[config.mk]
export PLATFORM = sky130hd
export DESIGN_NAME = fpu_norm_sequencer
export DESIGN_NICKNAME = d
export VERILOG_FILES = /design/src/rtl/fpu_norm_sequencer.sv
export SDC_FILE = /design/constraint.sdc
export NUM_CORES = 1
export LEC_CHECK = 0
export CAP_MARGIN = 20
export CORE_ASPECT_RATIO = 0.9
export CORE_MARGIN = 4
export CORE_UTILIZATION = 28
export CTS_BUF_LIST = sky130_fd_sc_hd__clkbuf_16
export CTS_CLUSTER_SIZE = 8
export DETAILED_ROUTE_END_ITERATION = 10
export GPL_TIMING_DRIVEN = 0
export PLACE_DENSITY_LB_ADDON = 0.2
export REMOVE_ABC_BUFFERS = 1
export SKIP_CTS_REPAIR_TIMING = 1
export SYNTH_ARGS = -nofsm -noshare
export SYNTH_HDL_FRONTEND = slang
export SYNTH_SLANG_ARGS = --single-unit
[constraint.sdc]
create_clock -name clk -period 5.1 [get_ports clk]
set_clock_uncertainty 0.1 [all_clocks]
set_input_delay 1.02 -clock clk [delete_from_list [all_inputs] [get_ports clk]]
set_output_delay 1.02 -clock clk [all_outputs]
set_load 0.05 [all_outputs]
[src/rtl/fpu_norm_sequencer.sv]
// Iterative normalizer for the FPU add/FMA back end: applies the LZA-predicted
// left shift in STEP-sized chunks, then fixes up one bit per cycle.
module fpu_norm_sequencer #(
  parameter int STEP = 8
) (
  input  logic        clk,
  input  logic        rst,
  input  logic        in_valid,
  output logic        in_ready,
  input  logic [47:0] in_sum,
  input  logic [8:0]  in_exp,
  input  logic        in_guard,
  input  logic        in_round,
  input  logic        in_sticky,
  input  logic [5:0]  in_lza,
  output logic        out_valid,
  input  logic        out_ready,
  output logic [47:0] out_sum,
  output logic [8:0]  out_exp,
  output logic        out_guard,
  output logic        out_round,
  output logic        out_sticky,
  output logic        out_zero,
  output logic [1:0]  out_corr,
  output logic        busy,
  output logic [1:0]  dbg_state
);

  typedef enum logic [1:0] {
    IDLE  = 2'd0,
    PRED  = 2'd1,
    CHECK = 2'd2,
    DONE  = 2'd3
  } state_t;

  localparam logic [5:0] STEP_V = 6'(STEP);

  state_t      state, state_nxt;
  logic [49:0] x_q, x_nxt, x_load;
  logic [8:0]  exp_q, exp_nxt;
  logic [5:0]  rem_q, rem_nxt, lza_clamp, step_amt;
  logic [1:0]  corr_q, corr_nxt;
  logic        sticky_q, sticky_nxt, zero_q, zero_nxt;

  // Handshakes: a transfer happens on a rising edge where valid && ready.
  // Input side is ready only in IDLE; output side is valid only in DONE and
  // everything it presents is held until out_ready is seen.
  always_comb begin
    state_nxt  = state;
    x_nxt      = x_q;
    exp_nxt    = exp_q;
    rem_nxt    = rem_q;
    corr_nxt   = corr_q;
    sticky_nxt = sticky_q;
    zero_nxt   = zero_q;
    x_load     = {in_sum, in_guard, in_round};
    lza_clamp  = (in_lza > 6'd47) ? 6'd47 : in_lza;
    step_amt   = (rem_q < STEP_V) ? rem_q : STEP_V;

    case (state)
      IDLE: begin
        if (in_valid) begin
          x_nxt      = x_load;
          exp_nxt    = in_exp;
          sticky_nxt = in_sticky;
          rem_nxt    = lza_clamp;
          corr_nxt   = 2'd0;
          zero_nxt   = (x_load == 50'd0);
          if (x_load == 50'd0)       state_nxt = DONE;
          else if (lza_clamp == 6'd0) state_nxt = CHECK;
          else                        state_nxt = PRED;
        end
      end
      PRED: begin
        x_nxt   = x_q << step_amt;
        exp_nxt = exp_q - {3'b000, step_amt};
        rem_nxt = rem_q - step_amt;
        if (rem_q == step_amt) state_nxt = CHECK;
      end
      CHECK: begin
        if (x_q[49]) begin
          state_nxt = DONE;
        end else begin
          x_nxt    = x_q << 1;
          exp_nxt  = exp_q - 9'd1;
          corr_nxt = (corr_q == 2'd3) ? 2'd3 : corr_q + 2'd1;
        end
      end
      DONE: begin
        if (out_ready) state_nxt = IDLE;
      end
      default: state_nxt = IDLE;
    endcase
  end

  always_ff @(posedge clk) begin
    if (rst) begin
      state    <= IDLE;
      x_q      <= '0;
      exp_q    <= '0;
      rem_q    <= '0;
      corr_q   <= '0;
      sticky_q <= 1'b0;
      zero_q   <= 1'b0;
    end else begin
      state    <= state_nxt;
      x_q      <= x_nxt;
      exp_q    <= exp_nxt;
      rem_q    <= rem_nxt;
      corr_q   <= corr_nxt;
      sticky_q <= sticky_nxt;
      zero_q   <= zero_nxt;
    end
  end

  // in_ready is forced low while reset is asserted, even though state is IDLE.
  assign in_ready   = (state == IDLE) && !rst;
  assign out_valid  = (state == DONE);
  assign busy       = (state != IDLE);
  assign dbg_state  = state;
  assign out_sum    = x_q[49:2];
  assign out_guard  = x_q[1];
  assign out_round  = x_q[0];
  assign out_sticky = sticky_q;
  assign out_exp    = exp_q;
  assign out_zero   = zero_q;
  assign out_corr   = corr_q;

endmodule

==> reports/summary.txt, run 1 <==
status: finished, final reports clean
Final #Nets: 1094
R2R cell count: 11
Fin. Hold Viols: 0
FF-to-FF End: out_exp[8]
share of cells above drive strength 1: 7.39%
Initial Utilization: 28.7%
Total GRT Usage: 21.5%
Leakage: 3.22 nW
CP arrival: 4.41 ns
critical path's most frequent cell: nor4_1
n_diodes: 0
worst-path cell chain: or4b_4, nand2b_1, ha_1, inv_1, fa_1, a21o_1, a21oi_1, o21ai_0, nor4_1, a211oi_1, nor4_1
RR Startpoint: rem_q[0]
synth-to-layout area growth: 29.4%
RSZ-0062 raised after global routing: no
final non-filler cell area: 8710 um^2
global-route wire length before repair: 45400 um
total power: 6.80 mW
# clock sinks: 71
vias in the first global route: 7337
hold path cells: 2
Peak Freq: 236 MHz
Mapped Area: 6730 um^2
final wirelength: 29300 um
post-synthesis register bit count: 71
part of the cycle the worst path needs: 83.2%
Max rail drop VDD: 0.000438 V
core footprint: 23500 um^2
total number of vias: 7854
Post-synth EDFFs: 0
Non-Filler Instances: 1317
die area: 26600 um^2
slack of the worst reg-to-reg path: 0.86 ns
CP Launch Type: flop
WP data required: 5.27 ns
Worst-Skew Late Latency: 0.36 ns
CP max-delay cell: dfxtp_1
critical path class: flop to flop
pin count of the biggest net entering global routing: 65
CTS tree: done
ys async rst share: 0%
final worst slack: 0.856 ns
sequential area share after synthesis: 21.1%
TritonCTS Buffers: 9
Die H: 155 um
clk slew on worst S/H paths: 0.07 ns
grt total ovfl: 0
DP Cell Count: 1297
post-DP HPWL: 20200 um
Post-Synthesis Cells: 932
die width: 171 um
Most used DFF post-synth: dfxtp_1
Avg WL per Cell: 22.2 um
# rows: 53
IO Count: 138
fill cell count: 2472
gp weighted congestion: 0.852
Slew Limit Fails: 0
initial antenna violation count: 0
CP max FO: 58
Via-to-Cell Ratio: 5.96
Synthesis Warnings: 0
relative slew slack: 25.8%
Crit path largest cell delay: 1.05 ns
PD cells: 781 nW/um^2
Root Buffer: clkbuf_16
end point of the critical path: out_exp[8]
dpl cell area: 8350 um^2
initial drt markers: 1010
drt drc: 0
max_cap viols: 0
Routed Antenna Nets: 0
DP Worst Slack: 0.904 ns
commonest non-fill, non-tap cell in the layout: clkdlybuf4s50_1
Worst Setup SP: rem_q[0]
Hold WS: 0.359 ns
most frequent cells in the layout: 136 x clkdlybuf4s50_1, 130 x nand2_1, 93 x a21oi_1, 76 x mux2i_1, 71 x dfxtp_1
DRT Pass-1 Iters: 5
Yosys cell types: 75
Final min period: 4.24 ns
crit end category: flop
Least-Margin Pin Slew: 1.11 ns
I/O Buffers: 137
clk buf depth: 2
final setup fails: 0
H-tree Lvls: 3
syn_area_per_cell: 7.22 um^2
min-delay worst type: flop to flop
[per-stage QoR]
step / utilization, % / TNS (ns)
global placement: 34.2 / -148.46
finish: 37.1 / 0
CTS: 36.7 / 0
global route: 37.1 / 0
detailed placement: 35.6 / 0
floorplan: - / -9.42
[per-layer routing]
layer | GRT usage [%] | wire [um] | up-vias
met1 | 31.7 | 13700 | 3816
met2 | 31.9 | 12800 | 335
met4 | 4.79 | 402 | 0
li1 | - | - | 3676
met3 | 4.95 | 2340 | 27
met5 | 0 | 0 | -
[power by group]
group | switching [mW] | internal (mW) | total [mW]
registers | 0.570 | 0.794 | 1.36
logic | 3.05 | 1.78 | 4.83
clock network | 0.279 | 0.321 | 0.600
total | 3.90 | 2.90 | 6.80
[worst min-delay path by stage]
stage / slack [ns] / from / end
finish: 0.36 / out_sticky / out_sticky
global route: 0.40 / out_zero / out_zero
CTS: 0.36 / out_sticky / out_sticky
detailed placement: 0.35 / out_zero / out_zero
floorplan: 0.42 / rem_q[5] / rem_q[5]
global placement: 0.34 / out_zero / out_zero
[synthesized netlist by cell type, drive strengths merged, types with 18 or more instances]
cell type	number	area, um^2
nand2	130	488
a21oi	93	465
mux2i	76	761
dfxtp	71	1420
clkbuf	64	241
nor2	54	213
o21ai	48	240
nand3	40	200
buf	32	204
a211oi	27	208
nor4	25	163
o22ai	25	156
nor3	21	110
a31oi	19	119
o211ai	18	135
o221ai	18	158
[sequential cells by signal, summed over array words and instances (netlist names)]
register,flops
dbg_state,2
out_zero,1
out_exp,9
out_corr,2
rem_q,6
out_sticky,1
x_q,50
[logic make-up after synthesis]
family | Yosys count | share of synthesized area, %
buffers and inverters | 112 | 7.51
multiplexers | 91 | 14.4
AND/OR/NAND/NOR | 326 | 23.2
flip-flops | 71 | 21.1
other | 1 | 0.0558
XOR/XNOR | 3 | 0.391
adder cells (fa/ha/maj) | 14 | 2.72
AO/OA/AOI/OAI | 314 | 30.6
[critical path, delay by kind of cell (launching register included)]
family	cells	cell delay [ns]
and+or+nand+nor	4	1.61
DFF	1	1.05
AOI/OAI and AO/OA	4	0.73
adders and majority gates	2	0.58
buffers and inverters	1	0.05
[final cells by class]
cell class / instances / area [um^2] / share of cell area [%]
clock inverters: 7 / 32.5 / 0.374
flip-flops and latches: 71 / 1420 / 16.3
multi-input cells: 751 / 4870 / 55.9
inverters: 16 / 60.1 / 0.690
well taps: 302 / 378 / 4.34
repair buffers: 161 / 1720 / 19.7
clock buffers: 9 / 225 / 2.59
(Power assumes the default switching activity.)
==> run 2, diff against run 1 <==
==> constraint.sdc (replaced) <==
create_clock -name clk -period 4.3 [get_ports clk]
set_clock_uncertainty 0.1 [all_clocks]
set_input_delay 0.86 -clock clk [delete_from_list [all_inputs] [get_ports clk]]
set_output_delay 0.86 -clock clk [all_outputs]
set_load 0.05 [all_outputs]
==> run 2 against run 1 <==
  * Total power rose by 19%
  * Setup slack lost 0.43 ns
  * Sequential cell count is the same
  * Count of clock-buffer cells in the layout unchanged
  * Final cell count is the same
  * Non-clock buffer count stayed put
  * Global-route usage stayed put
  * Routed wire length hardly changed
==> reports/summary.txt, run 2 (synthesis results as in run 1) <==
CP max FO: 58 (unchanged)
Reg with most FFs: x_q (unchanged)
fill cell count: 2472 (unchanged)
Leakage: 3.22 nW (about the same)
I/O Buffers: 137 (unchanged)
vias in the first global route: 7337 (unchanged)
final worst slack: 0.429 ns (was 0.856 ns)
max_cap viols: 0 (unchanged)
pin count of the biggest net entering global routing: 65 (unchanged)
initial drt markers: 1010 (unchanged)
Final min period: 3.87 ns (was 4.24 ns)
die area: 26600 um^2 (unchanged)
Avg WL per Cell: 22.2 um (about the same)
crit end category: flop (unchanged)
# rows: 53 (unchanged)
TritonCTS Buffers: 9 (unchanged)
Slew Limit Fails: 0 (unchanged)
Via-to-Cell Ratio: 5.97 (was 5.96)
part of the cycle the worst path needs: 90.0% (was 83.2%)
DP Worst Slack: 0.104 ns (was 0.904 ns)
core footprint: 23500 um^2 (unchanged)
Initial Utilization: 28.7% (unchanged)
synth-to-layout area growth: 29.4% (about the same)
final setup fails: 0 (unchanged)
clk buf depth: 2 (unchanged)
Root Buffer: clkbuf_16 (unchanged)
die width: 171 um (unchanged)
DP Cell Count: 1297 (unchanged)
slack of the worst reg-to-reg path: 0.43 ns (was 0.86 ns)
drt drc: 0 (unchanged)
Least-Margin Pin Slew: 1.05 ns (was 1.11 ns)
Total GRT Usage: 21.5% (unchanged)
CP Launch Type: flop (unchanged)
global-route wire length before repair: 45400 um (unchanged)
most frequent cells in the layout: 136 x clkdlybuf4s50_1, 130 x nand2_1, 93 x a21oi_1, 76 x mux2i_1, 70 x dfxtp_1 (was 136 x clkdlybuf4s50_1, 130 x nand2_1, 93 x a21oi_1, 76 x mux2i_1, 71 x dfxtp_1)
commonest non-fill, non-tap cell in the layout: clkdlybuf4s50_1 (unchanged)
gp weighted congestion: 0.852 (unchanged)
total number of vias: 7859 (was 7854)
Routed Antenna Nets: 0 (unchanged)
Peak Freq: 258 MHz (was 236 MHz)
clk slew on worst S/H paths: 0.07 ns (about the same)
DRT Pass-1 Iters: 5 (unchanged)
Worst-Skew Late Latency: 0.36 ns (about the same)
CP arrival: 4.04 ns (was 4.41 ns)
Non-Filler Instances: 1317 (unchanged)
WP data required: 4.47 ns (was 5.27 ns)
Fin. Hold Viols: 0 (unchanged)
H-tree Lvls: 3 (unchanged)
Final Util: 37.1% (about the same)
PD cells: 926 nW/um^2 (was 781 nW/um^2)
critical path class: flop to flop (unchanged)
status: finished, final reports clean (unchanged)
final wirelength: 29300 um (about the same)
Largest register FFs: 50 (unchanged)
CTS tree: done (unchanged)
RSZ-0062 raised after global routing: no (unchanged)
Die H: 155 um (unchanged)
relative slew slack: 30.0% (was 25.8%)
# clock sinks: 71 (unchanged)
grt total ovfl: 0 (unchanged)
Max rail drop VDD: 0.000520 V (was 0.000438 V)
post-DP HPWL: 20200 um (unchanged)
Final #Nets: 1094 (unchanged)
min-delay worst type: flop to flop (unchanged)
share of cells above drive strength 1: 7.49% (was 7.39%)
n_diodes: 0 (unchanged)
IO Count: 138 (unchanged)
initial antenna violation count: 0 (unchanged)
==> run 2: area by class of cell <==
type                       count  area [um^2]  area share, %
clock buffer                   9          225           2.59
clock inverter                 7         32.5          0.374
inverter                      16         60.1          0.690
multi-input combinational    751         4870           55.9
sequential                    71         1420           16.3
tap                          302          378           4.34
timing repair buffer         161         1720           19.7
==> run 2: through the flow <==
| stage | setup TNS (ns) | hold WS [ns] | instance area [um^2] | total power, mW |
|---|---|---|---|---|
| after floorplan | -40.02 | 0.424 | 6290 | 5.12 |
| after global placement | -195.67 | 0.341 | 8040 | 7.01 |
| after detailed placement | 0 | 0.350 | 8350 | 7.21 |
| after CTS | 0 | 0.364 | 8610 | 7.96 |
| after global routing | 0 | 0.400 | 8710 | 8.60 |
| final | 0 | 0.359 | 8710 | 8.06 |
==> run 2: critical path, cell delays in order, from the launching register on <==
cell      delay (ns)
dfxtp_2         0.71
or4b_4          0.90
nand2b_1        0.20
ha_1            0.18
inv_1           0.05
fa_1            0.40
a21o_1          0.18
a21oi_1         0.23
o21ai_0         0.24
nor4_1          0.24
a211oi_1        0.08
nor4_1          0.25
==> run 2: path summary, 6_finish.rpt <==
path / end / startpoint / cells past startpoint
hold reg to reg: out_sticky / out_sticky / 2
hold / removal: out_sticky / out_sticky / 2
setup reg to reg: out_exp[8] / rem_q[0] / 11
setup / recovery: out_exp[8] / rem_q[0] / 11
==> run 2: metal layers <==
metal / up-vias / GRT usage (%) / wire length [um]
met1: 3819 / 31.7 / 13700
met4: 0 / 4.79 / 402
met5: - / 0 / 0
met2: 340 / 31.9 / 12900
met3: 27 / 4.95 / 2330
li1: 3673 / - / -
==> run 2: where the power goes <==
part           internal [mW]  leakage (nW)  switching (mW)
logic                   2.12          2.50            3.62
clock network          0.381         0.133           0.331
registers              0.943         0.587           0.675
total                   3.44          3.22            4.62
